$ cat src/rtl/sprite_rom_arbiter.sv
// Round-robin arbiter sharing one synchronous-read sprite ROM port among NUM_REQ draw engines.
// Returns each pixel tagged with requester id; out-of-range addresses come back flagged with zero data.
module sprite_rom_arbiter #(
  parameter int NUM_REQ   = 4,
  parameter int ADDR_W    = 13,
  parameter int DATA_W    = 2,
  parameter int ROM_DEPTH = 6240,
  parameter int ROM_LAT   = 1,
  localparam int ID_W     = (NUM_REQ > 1) ? $clog2(NUM_REQ) : 1
) (
  input  logic                       clk_i,
  input  logic                       rst_ni,
  input  logic                       arb_en_i,
  input  logic [NUM_REQ-1:0]         req_valid_i,
  input  logic [NUM_REQ*ADDR_W-1:0]  req_addr_i,
  output logic [NUM_REQ-1:0]         req_ready_o,
  output logic [ADDR_W-1:0]          rom_addr_o,
  input  logic [DATA_W-1:0]          rom_data_i,
  output logic                       rsp_valid_o,
  output logic [ID_W-1:0]            rsp_id_o,
  output logic [DATA_W-1:0]          rsp_data_o,
  output logic                       rsp_err_o
);

  localparam logic [ADDR_W:0] DEPTH_C = (ADDR_W + 1)'(ROM_DEPTH);

  logic [ADDR_W-1:0] addr_arr [NUM_REQ];

  generate
    for (genvar gi = 0; gi < NUM_REQ; gi++) begin : g_unpack
      assign addr_arr[gi] = req_addr_i[gi*ADDR_W +: ADDR_W];
    end
  endgenerate

  logic [ID_W-1:0]    ptr_q, ptr_d;
  logic               grant_any;
  logic [ID_W-1:0]    grant_id;
  logic [ID_W-1:0]    idx;
  logic [NUM_REQ-1:0] grant_oh;
  logic [ADDR_W-1:0]  sel_addr;
  logic               in_range;

  // Search starts at the pointer and wraps; the first valid requester wins.
  always_comb begin
    grant_any = 1'b0;
    grant_id  = '0;
    grant_oh  = '0;
    idx       = '0;
    if (arb_en_i && rst_ni) begin
      for (int k = 0; k < NUM_REQ; k++) begin
        idx = ID_W'((32'(ptr_q) + k) % NUM_REQ);
        if (!grant_any && req_valid_i[idx]) begin
          grant_any = 1'b1;
          grant_id  = idx;
        end
      end
    end
    grant_oh[grant_id] = grant_any;
  end

  assign sel_addr    = addr_arr[grant_id];
  assign in_range    = ({1'b0, sel_addr} < DEPTH_C);
  assign req_ready_o = grant_oh;
  assign rom_addr_o  = (grant_any && in_range) ? sel_addr : '0;

  assign ptr_d = !grant_any ? ptr_q :
                 (grant_id == ID_W'(NUM_REQ - 1)) ? '0 : grant_id + ID_W'(1);

  always_ff @(posedge clk_i or negedge rst_ni) begin
    if (!rst_ni) ptr_q <= '0;
    else         ptr_q <= ptr_d;
  end

  // Tag pipeline matches the ROM read latency; id/err are cleared on bubbles.
  logic            vld_q [ROM_LAT];
  logic [ID_W-1:0] id_q  [ROM_LAT];
  logic            err_q [ROM_LAT];

  generate
    for (genvar gi = 0; gi < ROM_LAT; gi++) begin : g_pipe
      logic            vld_d;
      logic [ID_W-1:0] id_d;
      logic            err_d;
      if (gi == 0) begin : g_head
        assign vld_d = grant_any;
        assign id_d  = grant_any ? grant_id : '0;
        assign err_d = grant_any && !in_range;
      end else begin : g_tail
        assign vld_d = vld_q[gi-1];
        assign id_d  = id_q[gi-1];
        assign err_d = err_q[gi-1];
      end
      always_ff @(posedge clk_i or negedge rst_ni) begin
        if (!rst_ni) begin
          vld_q[gi] <= 1'b0;
          id_q[gi]  <= '0;
          err_q[gi] <= 1'b0;
        end else begin
          vld_q[gi] <= vld_d;
          id_q[gi]  <= id_d;
          err_q[gi] <= err_d;
        end
      end
    end
  endgenerate

  assign rsp_valid_o = vld_q[ROM_LAT-1];
  assign rsp_id_o    = id_q[ROM_LAT-1];
  assign rsp_err_o   = err_q[ROM_LAT-1];
  assign rsp_data_o  = (vld_q[ROM_LAT-1] && !err_q[ROM_LAT-1]) ? rom_data_i : '0;

endmodule

$ cat config.mk
export PLATFORM = sky130hd
export DESIGN_NAME = sprite_rom_arbiter
export DESIGN_NICKNAME = d
export VERILOG_FILES = /design/src/rtl/sprite_rom_arbiter.sv
export SDC_FILE = /design/constraint.sdc
export NUM_CORES = 1
export LEC_CHECK = 0
export BUFFER_PORTS_ARGS = -buffer_cell sky130_fd_sc_hd__buf_2
export CORE_MARGIN = 3
export CORE_UTILIZATION = 42
export DETAILED_ROUTE_END_ITERATION = 7
export MAX_ROUTING_LAYER = met4
export PLACE_DENSITY = 0.81
export SLEW_MARGIN = 20
export SYNTH_ARGS = -nofsm -noshare
export SYNTH_HDL_FRONTEND = slang
export SYNTH_SLANG_ARGS = --single-unit
$ cat constraint.sdc
create_clock -name clk_i -period 3.2 [get_ports clk_i]
set_input_delay 0.32 -clock clk_i [delete_from_list [all_inputs] [get_ports clk_i]]
set_output_delay 0.32 -clock clk_i [all_outputs]
set_load 0.05 [all_outputs]
==> qor.csv <==
stage;metric;value;unit
status;status;complete, but fails checks;
status;violated checks;negative setup slack;
layout;commonest non-fill, non-tap cell in the layout;buf_2;
die;Starting Density;46.9;%
synth;register bit total from synthesis;6;
critical_path;max incr delay on CP;720;ps
timing;RSZ-0062 raised after global routing;true;
die;Die Wd;60.0;um
power;pwr/cell area;283;nW/um^2
layout;area delta synth->final;61.7;%
routing;drt first pass iters;5;
critical_path;crit start category;flip-flop;
critical_path;CP Capture Type;output pin;
timing;fmax;307;MHz
routing;Iter 0 DRT Violations;122;
placement;hpwl dp;3130;um
synth;top cell type's share of synthesized area;12.2;%
flow_run;Max-Cap Viols;0;
power;P_int;0.291;mW
timing;Slew @ Worst Pin;798;ps
grt;first-pass GRT wire length;6230;um
timing;Hold Vio Cnt, Final;0;
critical_path;Worst R2R End;rsp_err_o$_DFF_PN0_;
timing;Setup Viol. Count Final;11;
synth;Synth area leaders;dfrtp_1, mux4_2, o2111ai_1;
power;Final Power;0.562;mW
grt;initial antenna violation count;0;
clock_network;H-tree levels;1;
timing;Clock Skews;3.13;ps
power;Static Leak;0.944;nW
synth;largest area contributor in the netlist;dfrtp_1;
die;die area;3600;sq um
critical_path;Setup crit end;rom_addr_o[4];
synth;post-synthesis mux area share;16.9;%
synth;most used flip-flop cell after synthesis;dfrtp_1;
placement;gpl congestion;0.922;
routing;DR vias/cell;6.21;
synth;part of the Yosys area used for sequential elements;12.2;%
synth;largest family of logic cells by synthesized area;compound AO/OA/AOI/OAI gates;
grt;largest net degree at the start of global routing;25;
clock_network;CTS tree;yes;
routing;Post-DRT Antenna Nets;0;
clock_network;Reg clk slew, reported paths;40;ps
synth;synthesized area;1230;sq um
critical_path;Worst EP required;2880;ps
layout;Post-layout nets;305;
worst_hold_path;Hold WC Path Type;in -> async;
grt;Total GRT Usage;23.1;%
timing;Slew HR;45.4;%
synth;number of synthesized flops with an enable pin;0;
synth;post-synthesis simple-gate area fraction;16.6;%
clock_network;worst skew pair latency;240;ps
timing;Slew Viols, Final;0;
timing;setup_tns;-324;ps
critical_path;crit path DAT;2940;ps
synth;Netlist cell types;40;
critical_path;Critical Path Source;ptr_q[1]$_DFFE_PN0P_;
die;Die Y;60.0;um
routing;DR vias;1664;
synth;Avg Cell Area, Syn;8.52;sq um
placement;worst slack, placed;36.0;ps
synth;Net Count, Synth;209;
synth;Post-Synthesis Cells;144;
critical_path;crit-path cells;and4bb_2 > o21a_1 > buf_4 > a2111oi_0 > a311oi_4 > nor2_2 > o22ai_1 > buf_4;
critical_path;CP most frequent cell;buf_4;
power;peak supply drop;0.357;mV
routing;total wire length;4790;um
critical_path;Critical Path Fanout Max;8;
die;# IOs;84;
clock_network;Num CTS Buffers;3;
synth;Synth Area in Compound Gates;36.7;%
routing;Post-route DRC;0;
critical_path;R2R Setup Slk;480;ps
synth;Ys Warns;0;
grt;grt ovf;0;
layout;most frequent cells in the layout;buf_2, inv_1, buf_4;
layout;n_diodes;0;
power;logic gate share of total power;70.0;%
critical_path;critical path type;reg -> out;
power;Clk pwr share;11.8;%
routing;Avg WL per Cell;17.9;um
critical_path;cells on worst reg2reg path;7;
die;# rows;18;
die;core area;2610;sq um
timing;final period utilization;102;%
synth;post-synthesis adder-cell area fraction;4.08;%
synth;Post-Synth XOR/XNOR Area;0;%
critical_path;worst r2r src;ptr_q[1]$_DFFE_PN0P_;
clock_network;clock tree root driver cell;clkbuf_4;
layout;share of layout cells above drive strength 1;58.4;%
critical_path;CP max stage cell;a2111oi_0;
grt;vias in the first global route;1397;
placement;IO Port Bufs;83;
power;Sw Pwr;0.271;mW
clock_network;Num Clock Sinks;6;
clock_network;CTS max path bufs;2;
synth;Post-synth ARST share;100;%
power;Flop pwr share;18.2;%
timing;Final min period;3260;ps
timing;Worst Slack Setup Final;-58.6;ps
power;Sw Share;48.3;%
[power by group through the flow]
stage	registers, mW	clock network [mW]	logic (mW)
5_1_grt	0.104	0.0772	0.416
4_1_cts	0.0998	0.0692	0.350
2_1_floorplan	0.105	0	0.231
3_5_place_dp	0.0993	0	0.325
6_report	0.102	0.0662	0.393
3_3_place_gp	0.0980	0	0.320
[critical path: cells and delay by family (launching register included)]
family | cells | cell delay [ps]
buf+inv | 2 | 350
simple gates | 2 | 670
flops | 1 | 450
compound gates | 4 | 1220
[layer usage]
layer / wire length, um / vias up / global-route usage (%)
met2: 2420 / 121 / 35.5
met1: 1820 / 767 / 31.5
met5: 0 / - / -
met3: 505 / 6 / 4.10
li1: - / 770 / -
met4: 34 / 0 / 5.38
[metrics by stage]
stage	area [sq um]	cells	hold WS, ps	util (%)
after floorplan	1230	144	24.4	-
after global placement	1680	253	230	64.2
after detailed placement	1680	253	232	64.2
after CTS	1820	265	524	69.6
after global routing	1980	268	538	75.9
final	1980	268	521	75.9
[layout make-up]
type / count / area [sq um]
sequential: 6 / 153
fill: 206 / 629
timing repair buffer: 101 / 611
multi-input combinational: 106 / 1080
clock buffer: 3 / 22.5
inverter: 22 / 82.6
tap: 30 / 37.5
[worst min path at each step]
| stage | startpoint | to | slack (ps) | cells past startpoint |
|---|---|---|---|---|
| 2_1_floorplan | rst_ni | ptr_q[0]$_DFFE_PN0P_ | 20 | 0 |
| 3_3_place_gp | rst_ni | rsp_id_o[1]$_DFF_PN0_ | 230 | 2 |
| 3_5_place_dp | rst_ni | rsp_id_o[1]$_DFF_PN0_ | 230 | 2 |
| 4_1_cts | rst_ni | rsp_id_o[1]$_DFF_PN0_ | 520 | 3 |
| 5_1_grt | rst_ni | rsp_id_o[1]$_DFF_PN0_ | 540 | 3 |
| 6_report | rst_ni | rsp_id_o[1]$_DFF_PN0_ | 520 | 3 |
[state kept, by name (all words and copies together) (netlist names)]
signal,cells
rsp_id_o,2
ptr_q,2
rsp_valid_o,1
rsp_err_o,1
[repair_timing]
action	4_1_cts	5_1_grt
setup buffers	7	1
hold endpoints to repair	6	0
hold buffers	1	0
gates resized for setup	18	22
pin swaps	6	1
gates cloned	1	2
setup endpoints to repair	10	13
[cell usage after synthesis (all sizes together), types with 2 or more instances]
master,n
and2,5
buf,12
and3b,2
a21oi,3
a2111oi,2
dfrtp,6
nand2,3
a211oi,3
ha,4
nor2b,6
o22ai,9
a311oi,2
nor2,6
nand3b,2
inv,22
o21a,2
and4bb,2
o211a,3
nand3,5
mux4,8
o21ai,3
o211ai,12
o2111ai,15
[cell families (layout without fill, tap and decap cells)]
logic type | count (synthesis) | after routing
multiplexers | 10 | 12
AO/OA/AOI/OAI | 56 | 56
adder cells (fa/ha/maj) | 4 | 4
buffers and inverters | 35 | 126
AND/OR/NAND/NOR | 33 | 34
flip-flops | 6 | 6
(Power assumes the default switching activity.)
